--- src/rtl/audio_pkg.sv ---
// Shared constants and types for the audio channel scheduler slice.
package audio_pkg;
  localparam int SAMPLE_W   = 16;
  localparam int NUM_CH_DEF = 4;
  localparam int CH_ID_W    = $clog2(NUM_CH_DEF);

  typedef logic signed [SAMPLE_W-1:0] sample_t;
endpackage

--- src/rtl/audio_sample_fifo.sv ---
// Synchronous first-word-fall-through FIFO holding processed samples with their channel id.
module audio_sample_fifo #(
  parameter int DEPTH = 4,
  parameter int WIDTH = 18
) (
  input  logic                       clk,
  input  logic                       rst,
  input  logic                       wr_en,
  input  logic [WIDTH-1:0]           wr_data,
  input  logic                       rd_en,
  output logic [WIDTH-1:0]           rd_data,
  output logic                       valid,
  output logic [$clog2(DEPTH):0]     count
);
  localparam int AW = $clog2(DEPTH);

  logic [WIDTH-1:0] mem [DEPTH];
  logic [AW-1:0]    wr_ptr_q, wr_ptr_d, rd_ptr_q, rd_ptr_d;
  logic [AW:0]      count_q, count_d;
  logic             do_rd;

  always_comb begin
    do_rd    = rd_en && (count_q != '0);
    wr_ptr_d = wr_en ? wr_ptr_q + AW'(1) : wr_ptr_q;
    rd_ptr_d = do_rd ? rd_ptr_q + AW'(1) : rd_ptr_q;
    count_d  = count_q + {{AW{1'b0}}, wr_en} - {{AW{1'b0}}, do_rd};
  end

  always_ff @(posedge clk) begin
    if (rst) begin
      wr_ptr_q <= '0;
      rd_ptr_q <= '0;
      count_q  <= '0;
    end else begin
      wr_ptr_q <= wr_ptr_d;
      rd_ptr_q <= rd_ptr_d;
      count_q  <= count_d;
    end
  end

  // Storage needs no reset; the head is masked to zero while empty.
  always_ff @(posedge clk) begin
    if (wr_en) mem[wr_ptr_q] <= wr_data;
  end

  assign valid   = (count_q != '0);
  assign count   = count_q;
  assign rd_data = valid ? mem[rd_ptr_q] : '0;

  a_no_overflow: assert property (@(posedge clk) disable iff (rst)
    !(wr_en && (count_q == (AW+1)'(DEPTH))))
    else $error("audio_sample_fifo: write while full");
endmodule

--- src/rtl/audio_channel_scheduler.sv ---
// Round-robin scheduler sharing one audio preprocessor among NUM_CH channels,
// re-tagging its results and buffering them in order in a credit-limited FIFO.
module audio_channel_scheduler
  import audio_pkg::*;
#(
  parameter int NUM_CH     = NUM_CH_DEF,
  parameter int PP_LATENCY = 1,
  parameter int FIFO_DEPTH = 4
) (
  input  logic                       clk,
  input  logic                       rst,
  input  logic                       en,
  input  logic [NUM_CH-1:0]          ch_valid,
  output logic [NUM_CH-1:0]          ch_ready,
  input  logic [SAMPLE_W*NUM_CH-1:0] ch_data,
  output logic [SAMPLE_W-1:0]        pp_in,
  input  logic [SAMPLE_W-1:0]        pp_out,
  output logic                       out_valid,
  input  logic                       out_ready,
  output logic [SAMPLE_W-1:0]        out_data,
  output logic [$clog2(NUM_CH)-1:0]  out_ch,
  output logic                       busy
);
  localparam int CW = $clog2(NUM_CH);
  localparam int NW = $clog2(FIFO_DEPTH) + 1;
  localparam int EW = CW + SAMPLE_W;

  logic [CW-1:0]               rr_ptr_q, rr_ptr_d, gnt_idx, scan_idx;
  logic                        gnt_found, credit_ok, xfer, fifo_wr;
  sample_t                     pp_in_q, pp_in_d;
  logic [PP_LATENCY:0]         tag_v_q, tag_v_d;
  logic [PP_LATENCY:0][CW-1:0] tag_ch_q, tag_ch_d;
  logic [NW-1:0]               inflight_q, inflight_d, fifo_count;
  logic [EW-1:0]               fifo_rd_data;

  // Credit counts every tagged sample so the FIFO can always absorb what is in flight.
  assign credit_ok = ({1'b0, inflight_q} + {1'b0, fifo_count}) < (NW+1)'(FIFO_DEPTH);
  assign fifo_wr   = tag_v_q[PP_LATENCY];

  always_comb begin
    gnt_found = 1'b0;
    gnt_idx   = '0;
    scan_idx  = '0;
    ch_ready  = '0;
    for (int i = 0; i < NUM_CH; i++) begin
      scan_idx = rr_ptr_q + CW'(i);
      if (!gnt_found && ch_valid[scan_idx]) begin
        gnt_found = 1'b1;
        gnt_idx   = scan_idx;
      end
    end
    if (en && credit_ok && !rst && gnt_found) ch_ready[gnt_idx] = 1'b1;
    xfer = |(ch_valid & ch_ready);
  end

  always_comb begin
    rr_ptr_d    = xfer ? gnt_idx + CW'(1) : rr_ptr_q;
    pp_in_d     = xfer ? ch_data[gnt_idx*SAMPLE_W +: SAMPLE_W] : '0;
    tag_v_d     = '0;
    tag_ch_d    = '0;
    tag_v_d[0]  = xfer;
    tag_ch_d[0] = gnt_idx;
    for (int s = 1; s <= PP_LATENCY; s++) begin
      tag_v_d[s]  = tag_v_q[s-1];
      tag_ch_d[s] = tag_ch_q[s-1];
    end
    inflight_d  = inflight_q + NW'(xfer) - NW'(fifo_wr);
  end

  always_ff @(posedge clk) begin
    if (rst) begin
      rr_ptr_q   <= '0;
      pp_in_q    <= '0;
      tag_v_q    <= '0;
      tag_ch_q   <= '0;
      inflight_q <= '0;
    end else begin
      rr_ptr_q   <= rr_ptr_d;
      pp_in_q    <= pp_in_d;
      tag_v_q    <= tag_v_d;
      tag_ch_q   <= tag_ch_d;
      inflight_q <= inflight_d;
    end
  end

  audio_sample_fifo #(
    .DEPTH (FIFO_DEPTH),
    .WIDTH (EW)
  ) u_fifo (
    .clk     (clk),
    .rst     (rst),
    .wr_en   (fifo_wr),
    .wr_data ({tag_ch_q[PP_LATENCY], pp_out}),
    .rd_en   (out_ready),
    .rd_data (fifo_rd_data),
    .valid   (out_valid),
    .count   (fifo_count)
  );

  assign pp_in    = pp_in_q;
  assign out_data = fifo_rd_data[SAMPLE_W-1:0];
  assign out_ch   = fifo_rd_data[EW-1:SAMPLE_W];
  assign busy     = (inflight_q != '0) || out_valid;
endmodule

--- config.mk ---
export PLATFORM = sky130hd
export DESIGN_NAME = audio_channel_scheduler
export DESIGN_NICKNAME = d
export VERILOG_FILES = /design/src/rtl/audio_pkg.sv /design/src/rtl/audio_sample_fifo.sv /design/src/rtl/audio_channel_scheduler.sv
export SDC_FILE = /design/constraint.sdc
export NUM_CORES = 1
export LEC_CHECK = 0
export ABC_CLOCK_PERIOD_IN_PS = 3600
export BUFFER_PORTS_ARGS = -buffer_cell sky130_fd_sc_hd__buf_2
export CORE_MARGIN = 4
export CORE_UTILIZATION = 52
export CTS_BUF_LIST = sky130_fd_sc_hd__clkbuf_16
export CTS_CLUSTER_SIZE = 40
export DETAILED_ROUTE_END_ITERATION = 8
export GPL_TIMING_DRIVEN = 0
export PLACE_DENSITY = 0.9
export REMOVE_ABC_BUFFERS = 1
export SLEW_MARGIN = 25
export SYNTH_ARGS = -nofsm -noshare
export SYNTH_HDL_FRONTEND = slang
export SYNTH_SLANG_ARGS = --single-unit
--- constraint.sdc ---
create_clock -name clk -period 3.6 [get_ports clk]
set_input_delay 0.72 -clock clk [delete_from_list [all_inputs] [get_ports clk]]
set_output_delay 0.72 -clock clk [all_outputs]
set_load 0.01 [all_outputs]
==> results of run 1 <==
[layout by cell type, fill, tap and decap left out, drive strengths merged, types with 4 or more instances in the layout]
cell type | Yosys | layout
buf | 8 | 128
edfxtp | 72 | 72
dfxtp | 36 | 36
mux2i | 29 | 29
and2 | 27 | 27
mux4 | 18 | 18
inv | 13 | 16
ha | 14 | 14
o22ai | 14 | 14
nor2 | 13 | 13
clkbuf | 5 | 9
nand2 | 9 | 9
nand3 | 8 | 8
nor2b | 7 | 7
xnor2 | 4 | 4
o21ai | 4 | 4
a21oi | 4 | 4
[cell type report]
| class | count | area share (%) |
|---|---|---|
| multi-input cells | 173 | 29.39 |
| clock inverters | 7 | 0.9905 |
| well taps | 108 | 2.377 |
| inverters | 14 | 1.013 |
| repair buffers | 128 | 11.53 |
| clock buffers | 9 | 3.962 |
| flip-flops and latches | 108 | 50.74 |
[report_power, final]
group / internal, mW / leakage [nW] / total (mW) / switching [mW]
registers: 1.39 / 0.944 / 1.49 / 0.102
clock network: 0.478 / 0.132 / 0.920 / 0.442
logic: 0.465 / 1.24 / 0.899 / 0.434
total: 2.33 / 2.31 / 3.31 / 0.979
[critical path, cell delays in order]
cell and delay, ns:
buf_2 0.14, nor2b_1 0.16, a21o_1 0.17, a211oi_2 0.54, inv_2 0.18, ha_1 0.26
and2_1 0.15, buf_2 0.14
[stage by stage]
step                      total power [mW]  setup TNS, ns  instance area [um2]  cells  util [%]
after floorplan                      2.085         -11.46                 4603    295         -
after global placement               2.409         -30.87                 5374    530     61.62
after detailed placement             2.438              0                 5403    531     61.95
after CTS                            3.360              0                 5684    547     65.18
after global routing                 3.523              0                 5684    547     65.18
final                                3.312              0                 5684    547     65.18
[kinds of logic (layout without fill, tap and decap cells)]
logic type / Yosys count / after routing
fa+ha+maj: 16 / 16
mux: 47 / 47
simple gates: 74 / 74
compound gates: 29 / 29
flops: 108 / 108
buf+inv: 27 / 158
xor+xnor: 7 / 7
[metal layers]
layer	routed length (um)	track usage (%)	part of all wire [%]	up-vias
met1	3549	21.64	38	1396
met5	0	0	0	-
met2	4902	32.76	52	125
met3	859	5.886	9.1	9
li1	-	-	-	1395
met4	117	5.080	1.2	0
[flip-flops by register name, summed over array words and instances, names as in the netlist, named ones only]
signal,count
u_fifo.rd_ptr_q,2
pp_in,16
tag_v_q,2
tag_ch_d,2
tag_ch_q,2
u_fifo.count,3
u_fifo.mem,72
rr_ptr_q,2
u_fifo.wr_ptr_q,2
inflight_q,3
[final timing paths]
kind                            depth (start not counted)       endpoint  slack (ns)        start
worst max-delay path                                    8    ch_ready[2]        0.43  ch_valid[2]
worst min-delay path                                    1    tag_ch_q[2]        0.44  tag_ch_d[2]
worst max register to register                         14  inflight_q[2]        0.66  rr_ptr_q[1]
worst min register to register                          1    tag_ch_q[2]        0.44  tag_ch_d[2]
==> metrics.txt, run 1 <==
# TYPE chip_impl_metric gauge
chip_impl_metric{name="slew_violations",unit=""} 0
chip_impl_metric{name="mean_post_synth_cell_area",unit="um2"} 15.20
chip_impl_metric{name="numCtsBuffers",unit=""} 9
chip_impl_info{name="worstSetupStartpointType",value="input port"} 1
chip_impl_metric{name="fin_ws",unit="ns"} 0.4285
chip_impl_metric{name="synth.ff_latch_count",unit=""} 108
chip_impl_metric{name="hold_violations",unit=""} 0
chip_impl_metric{name="grt_start_max_net_pins",unit=""} 23
chip_impl_metric{name="number_of_port_buffers",unit=""} 127
chip_impl_metric{name="timing.final.crit_share",unit="%"} 88.10
chip_impl_metric{name="die_width",unit="um"} 102.9
chip_impl_metric{name="crit_path_max_fanout",unit=""} 6
chip_impl_metric{name="design.core.area",unit="um2"} 8721
chip_impl_metric{name="start_util",unit="%"} 53.69
chip_impl_metric{name="synth-seq-area-share",unit="%"} 61.57
chip_impl_metric{name="top_level_ports",unit=""} 128
chip_impl_info{name="most_area_hungry_cell_type_in_the_yosys_netlist",value="edfxtp_1"} 1
chip_impl_metric{name="first_global_vias",unit=""} 2950
chip_impl_metric{name="synthXorXnorAreaFrac",unit="%"} 1.309
chip_impl_info{name="status",value="complete, no violations"} 1
chip_impl_metric{name="synth-edff-count",unit=""} 72
chip_impl_info{name="timing_worst_setup_path_type",value="in2out"} 1
chip_impl_metric{name="fmaxAchievable",unit="MHz"} 315.3
chip_impl_metric{name="drt_pre_antenna_iters",unit=""} 7
chip_impl_info{name="synth_commonest_cells",value="72 x edfxtp_1, 36 x dfxtp_1, 29 x mux2i_1, 27 x and2_1, 18 x mux4_2"} 1
chip_impl_metric{name="highest_ir_drop_seen_on_vdd",unit="mV"} 0.2421
chip_impl_metric{name="clk_transition_reported_paths",unit="ns"} 0.07
chip_impl_metric{name="timing.final.crit_period",unit="ns"} 3.171
chip_impl_metric{name="layout-drive-gt1-share",unit="%"} 41.46
chip_impl_info{name="synth_top_flop_cell",value="edfxtp_1"} 1
chip_impl_metric{name="synth_cell_types",unit=""} 39
chip_impl_metric{name="final_antenna_violating_net_count",unit=""} 0
chip_impl_metric{name="post_cts.repair.setup_buffers",unit=""} 0
chip_impl_metric{name="areaGrowthSynthToFinish",unit="%"} 21.41
chip_impl_metric{name="ctsHoldBuffers",unit=""} 0
chip_impl_metric{name="postRouteWirelength",unit="um"} 9429
chip_impl_info{name="dominant_cells_by_area_after_synthesis",value="edfxtp_1 46%, dfxtp_1 15%, mux4_2 8.7%, mux2i_1 6.2%, ha_1 3.7%"} 1
chip_impl_metric{name="nFillCells",unit=""} 655
chip_impl_info{name="hold_path.class",value="reg2reg"} 1
chip_impl_metric{name="synth.top_cell.area_share",unit="%"} 46.18
chip_impl_info{name="root_driver",value="clkbuf_16"} 1
chip_impl_metric{name="grt-ovfl-total",unit=""} 0
chip_impl_metric{name="syn-cell-area",unit="um2"} 4682
chip_impl_info{name="worst_setup_path_end_kind",value="output port"} 1
chip_impl_metric{name="dieHeight",unit="um"} 102.9
chip_impl_metric{name="synthesis.instances",unit=""} 308
chip_impl_metric{name="detailedPlace.worstSlack",unit="ns"} 0.1575
chip_impl_info{name="synth.most_common_cell",value="edfxtp_1"} 1
chip_impl_metric{name="remaining_drc_errors",unit=""} 0
chip_impl_metric{name="grt_first_pass_wirelength",unit="um"} 14670
chip_impl_metric{name="fp-row-count",unit=""} 34
chip_impl_metric{name="place.detailed.hpwl",unit="um"} 6807
chip_impl_metric{name="synth_simple_gate_area_share",unit="%"} 9.487
chip_impl_info{name="cts_tree",value="built"} 1
chip_impl_info{name="synth_top_family_by_area",value="multiplexers"} 1
chip_impl_metric{name="synth.area.mux_share",unit="%"} 14.86
chip_impl_metric{name="cellLeakagePower",unit="nW"} 2.312
chip_impl_metric{name="post_cts_resize_count",unit=""} 0
chip_impl_metric{name="area.sequential",unit="um2"} 2884
chip_impl_metric{name="timing.max_cap.violations",unit=""} 0
chip_impl_metric{name="synth_compound_area_share",unit="%"} 5.265
chip_impl_metric{name="num-nets-final",unit=""} 538
chip_impl_metric{name="async_flop_share",unit="%"} 0
chip_impl_metric{name="worstPathRequired",unit="ns"} 2.88
chip_impl_metric{name="finalSetupViolations",unit=""} 0
chip_impl_metric{name="drt_iter0_markers",unit=""} 111
chip_impl_metric{name="cts_max_path_buffers",unit=""} 2
chip_impl_metric{name="wl_per_cell",unit="um"} 17.24
chip_impl_metric{name="clk_latency",unit="ns"} 0.33
chip_impl_metric{name="global_route.usage.total",unit="%"} 18.49
chip_impl_metric{name="synth-adder-area-share",unit="%"} 4.596
chip_impl_metric{name="finalClockSkew",unit="ns"} 0.008279
chip_impl_metric{name="antenna_found_initial",unit=""} 0
chip_impl_metric{name="timing.hold.ws",unit="ns"} 0.4398
chip_impl_metric{name="globalplace.congestion",unit=""} 0.9230
chip_impl_metric{name="critical_path_arrival",unit="ns"} 2.45
chip_impl_metric{name="synth-warning-count",unit=""} 0
chip_impl_metric{name="max_slew_headroom",unit="%"} 36.46
chip_impl_metric{name="dieArea",unit="um2"} 10590
chip_impl_metric{name="number_of_clock_sinks",unit=""} 108
chip_impl_metric{name="vias",unit=""} 2925
chip_impl_metric{name="route.detailed.vias_per_inst",unit=""} 5.347
chip_impl_metric{name="multiInputGateArea",unit="um2"} 1670
chip_impl_metric{name="power_per_cell_area",unit="nW/um2"} 582.6
chip_impl_metric{name="htreeDepth",unit=""} 3
chip_impl_info{name="unrepaired_setup_endpoints_after_global_routing",value="false"} 1
chip_impl_metric{name="insertedDiodeCount",unit=""} 0
chip_impl_metric{name="worst-slew-pin-transition",unit="ns"} 0.9531
Note: power is estimated with default switching activity, not from simulation.
==> run 2: changes to the inputs <==
SETUP_SLACK_MARGIN = 0.5   (was not set)
==> metrics.txt, run 2 (synthesis gave the netlist of run 1 again) <==
# TYPE chip_impl_metric gauge
chip_impl_info{name="status",value="complete, no violations"} 1
chip_impl_metric{name="worst_r2r_path_depth",unit=""} 14
chip_impl_metric{name="num-nets-final",unit=""} 540
chip_impl_metric{name="cell_internal_pwr",unit="mW"} 2.338
chip_impl_metric{name="numCtsBuffers",unit=""} 9
chip_impl_metric{name="worst-slew-pin-transition",unit="ns"} 0.9503
chip_impl_info{name="worst_r2r_startpoint",value="rr_ptr_q[1]"} 1
chip_impl_metric{name="max_slew_headroom",unit="%"} 36.64
chip_impl_metric{name="place.detailed.hpwl",unit="um"} 6807
chip_impl_info{name="worstReg2RegEnd",value="inflight_q[2]"} 1
chip_impl_metric{name="nFillCells",unit=""} 654
chip_impl_metric{name="dieHeight",unit="um"} 102.9
chip_impl_metric{name="crit_path_max_incr_delay",unit="ns"} 0.42
chip_impl_metric{name="design.core.area",unit="um2"} 8721
chip_impl_metric{name="multiInputGateArea",unit="um2"} 1683
chip_impl_metric{name="drt_iter0_markers",unit=""} 103
chip_impl_metric{name="fp-row-count",unit=""} 34
chip_impl_info{name="worst_path_dominant_cell_family",value="simple AND/OR/NAND/NOR gates"} 1
chip_impl_info{name="unrepaired_setup_endpoints_after_global_routing",value="false"} 1
chip_impl_metric{name="grt_first_pass_wirelength",unit="um"} 14700
chip_impl_metric{name="insertedDiodeCount",unit=""} 0
chip_impl_metric{name="start_util",unit="%"} 53.69
chip_impl_metric{name="globalplace.congestion",unit=""} 0.9230
chip_impl_metric{name="slew_violations",unit=""} 0
chip_impl_metric{name="grt_start_max_net_pins",unit=""} 23
chip_impl_metric{name="areaGrowthSynthToFinish",unit="%"} 21.99
chip_impl_metric{name="global_route.usage.total",unit="%"} 18.52
chip_impl_metric{name="cts_max_path_buffers",unit=""} 2
chip_impl_info{name="cp_common_cell",value="ha_1"} 1
chip_impl_info{name="critical-path-slowest-cell",value="fa_1"} 1
chip_impl_metric{name="power.share.combinational",unit="%"} 27.3
chip_impl_info{name="hold_start",value="tag_ch_d[2]"} 1
chip_impl_metric{name="timing.reg2reg.setup_slack",unit="ns"} 0.80
chip_impl_info{name="cts_tree",value="built"} 1
chip_impl_metric{name="clock_power_share",unit="%"} 27.7
chip_impl_metric{name="timing.final.crit_period",unit="ns"} 2.909
chip_impl_info{name="worstHoldEndpoint",value="tag_ch_q[2]"} 1
chip_impl_info{name="mostFrequentLayoutCell",value="buf_2"} 1
chip_impl_metric{name="grt-ovfl-total",unit=""} 0
chip_impl_metric{name="postRouteWirelength",unit="um"} 9460
chip_impl_metric{name="switching_share",unit="%"} 29.61
chip_impl_metric{name="timing.max_cap.violations",unit=""} 0
chip_impl_metric{name="highest_ir_drop_seen_on_vdd",unit="mV"} 0.2436
chip_impl_info{name="cp_cell_sequence",value="buf_2, nor2b_1, a211oi_2, nor2_4, inv_2, ha_1, a22oi_1, nand2_1, nand2_4, clkinv_4, ha_1, inv_1, fa_1, nor2_1"} 1
chip_impl_info{name="worstSetupStartpointType",value="input port"} 1
chip_impl_info{name="worst_setup_path_end_kind",value="flip-flop"} 1
chip_impl_metric{name="htreeDepth",unit=""} 3
chip_impl_metric{name="fin_ws",unit="ns"} 0.6910
chip_impl_metric{name="detailedPlace.worstSlack",unit="ns"} 0.1575
chip_impl_metric{name="worstPathRequired",unit="ns"} 3.87
chip_impl_metric{name="final_antenna_violating_net_count",unit=""} 0
chip_impl_metric{name="timing.hold.ws",unit="ns"} 0.4397
chip_impl_metric{name="power_per_cell_area",unit="nW/um2"} 581.5
chip_impl_metric{name="largest_register_ff_count",unit=""} 72
chip_impl_metric{name="cellLeakagePower",unit="nW"} 2.325
chip_impl_metric{name="dieArea",unit="um2"} 10590
chip_impl_metric{name="antenna_found_initial",unit=""} 0
chip_impl_metric{name="hold_violations",unit=""} 0
chip_impl_metric{name="crit_path_max_fanout",unit=""} 10
chip_impl_metric{name="drt_pre_antenna_iters",unit=""} 4
chip_impl_metric{name="worstHoldPathCells",unit=""} 1
chip_impl_metric{name="first_global_vias",unit=""} 2960
chip_impl_metric{name="number_of_clock_sinks",unit=""} 108
chip_impl_metric{name="number_of_port_buffers",unit=""} 127
chip_impl_metric{name="area.sequential",unit="um2"} 2884
chip_impl_metric{name="clk_latency",unit="ns"} 0.33
chip_impl_metric{name="layout-drive-gt1-share",unit="%"} 41.95
chip_impl_metric{name="remaining_drc_errors",unit=""} 0
chip_impl_metric{name="die_width",unit="um"} 102.9
chip_impl_metric{name="finalSetupViolations",unit=""} 0
chip_impl_metric{name="critical_path_arrival",unit="ns"} 3.18
chip_impl_metric{name="power_switching",unit="mW"} 0.9835
chip_impl_metric{name="vias",unit=""} 2934
chip_impl_metric{name="top_level_ports",unit=""} 128
chip_impl_metric{name="path_buf_inv",unit=""} 4
chip_impl_metric{name="timing.final.crit_share",unit="%"} 80.80
chip_impl_metric{name="route.detailed.vias_per_inst",unit=""} 5.344
chip_impl_info{name="hold_path.class",value="reg2reg"} 1
chip_impl_info{name="timing_worst_setup_path_type",value="in2reg"} 1
chip_impl_metric{name="clk_transition_reported_paths",unit="ns"} 0.07
chip_impl_info{name="largest-register",value="u_fifo.mem"} 1
chip_impl_metric{name="power.sequential.fraction",unit="%"} 44.9
chip_impl_info{name="final_cell_mix",value="127 x buf_2, 72 x edfxtp_1, 35 x dfxtp_1, 29 x mux2i_1, 27 x and2_1"} 1
chip_impl_metric{name="fmaxAchievable",unit="MHz"} 343.8
chip_impl_metric{name="finalClockSkew",unit="ns"} 0.009027
chip_impl_metric{name="wl_per_cell",unit="um"} 17.23
chip_impl_info{name="root_driver",value="clkbuf_16"} 1
-- run 2: changes by cell type in the layout (fill, tap and decap cells not counted) --
cell / previous run / this run
buf_4: 0 / 2
a211oi_4: 0 / 1
a211oi_1: 1 / 0
-- run 2: final cells by class --
class                   instances  share of cell area (%)
repair buffers                130                   11.74
well taps                     108                   2.366
clock buffers                   9                   3.943
flip-flops and latches        108                   50.49
inverters                      14                   1.008
multi-input cells             173                   29.46
clock inverters                 7                  0.9858
-- run 2: layer usage --
layer	vias up	GRT usage, %	part of all wire (%)
li1	1396	-	-
met1	1410	21.73	38
met2	121	32.76	52
met3	7	5.886	9.2
met4	0	5.080	1.2
met5	-	0	0
-- run 2: what timing repair did --
item,4_1_cts,5_1_grt
hold buffers,0,0
endpoints found under the setup margin,3,6
gates resized for setup,1,1
endpoints found under the hold margin,0,0
buffers inserted,0,2
pin swaps,0,1
-- run 2: worst max path at each step --
stage | slack [ns] | startpoint | depth (start not counted) | end
CTS | 0.58 | ch_valid[2] | 14 | inflight_q[1]
global placement | -1.54 | ch_valid[2] | 14 | inflight_q[2]
floorplan | -0.82 | ch_valid[2] | 13 | inflight_q[2]
detailed placement | 0.16 | ch_valid[2] | 14 | inflight_q[1]
global route | 0.54 | ch_valid[2] | 14 | inflight_q[1]
finish | 0.69 | ch_valid[2] | 14 | inflight_q[1]
-- run 2: metrics by stage --
stage / power, mW / util [%] / cell area [um2] / cells / TNS (ns)
finish: 3.321 / 65.50 / 5712 / 549 / 0
global route: 3.531 / 65.50 / 5712 / 549 / 0
CTS: 3.362 / 65.27 / 5692 / 547 / 0
detailed placement: 2.438 / 61.95 / 5403 / 531 / 0
global placement: 2.409 / 61.62 / 5374 / 530 / -30.87
floorplan: 2.085 / - / 4603 / 295 / -11.46
-- run 2: power groups by stage --
stage	registers, mW	logic, mW	clock network, mW
finish	1.49	0.908	0.921
global placement	1.52	0.889	0
floorplan	1.50	0.583	0
global route	1.52	1.02	0.998
detailed placement	1.53	0.912	0
CTS	1.50	0.926	0.937
-- run 2: worst register-to-register path, stage by stage, from the launching register on --
cell      delay (ns)
dfxtp_1         0.47
nand2_1         0.14
a211oi_2        0.43
nor2_4          0.16
inv_2           0.11
ha_1            0.16
a22oi_1         0.09
nand2_1         0.11
nand2_4         0.08
clkinv_4        0.11
ha_1            0.14
inv_1           0.05
fa_1            0.38
xnor2_1         0.18
nor2_1          0.06
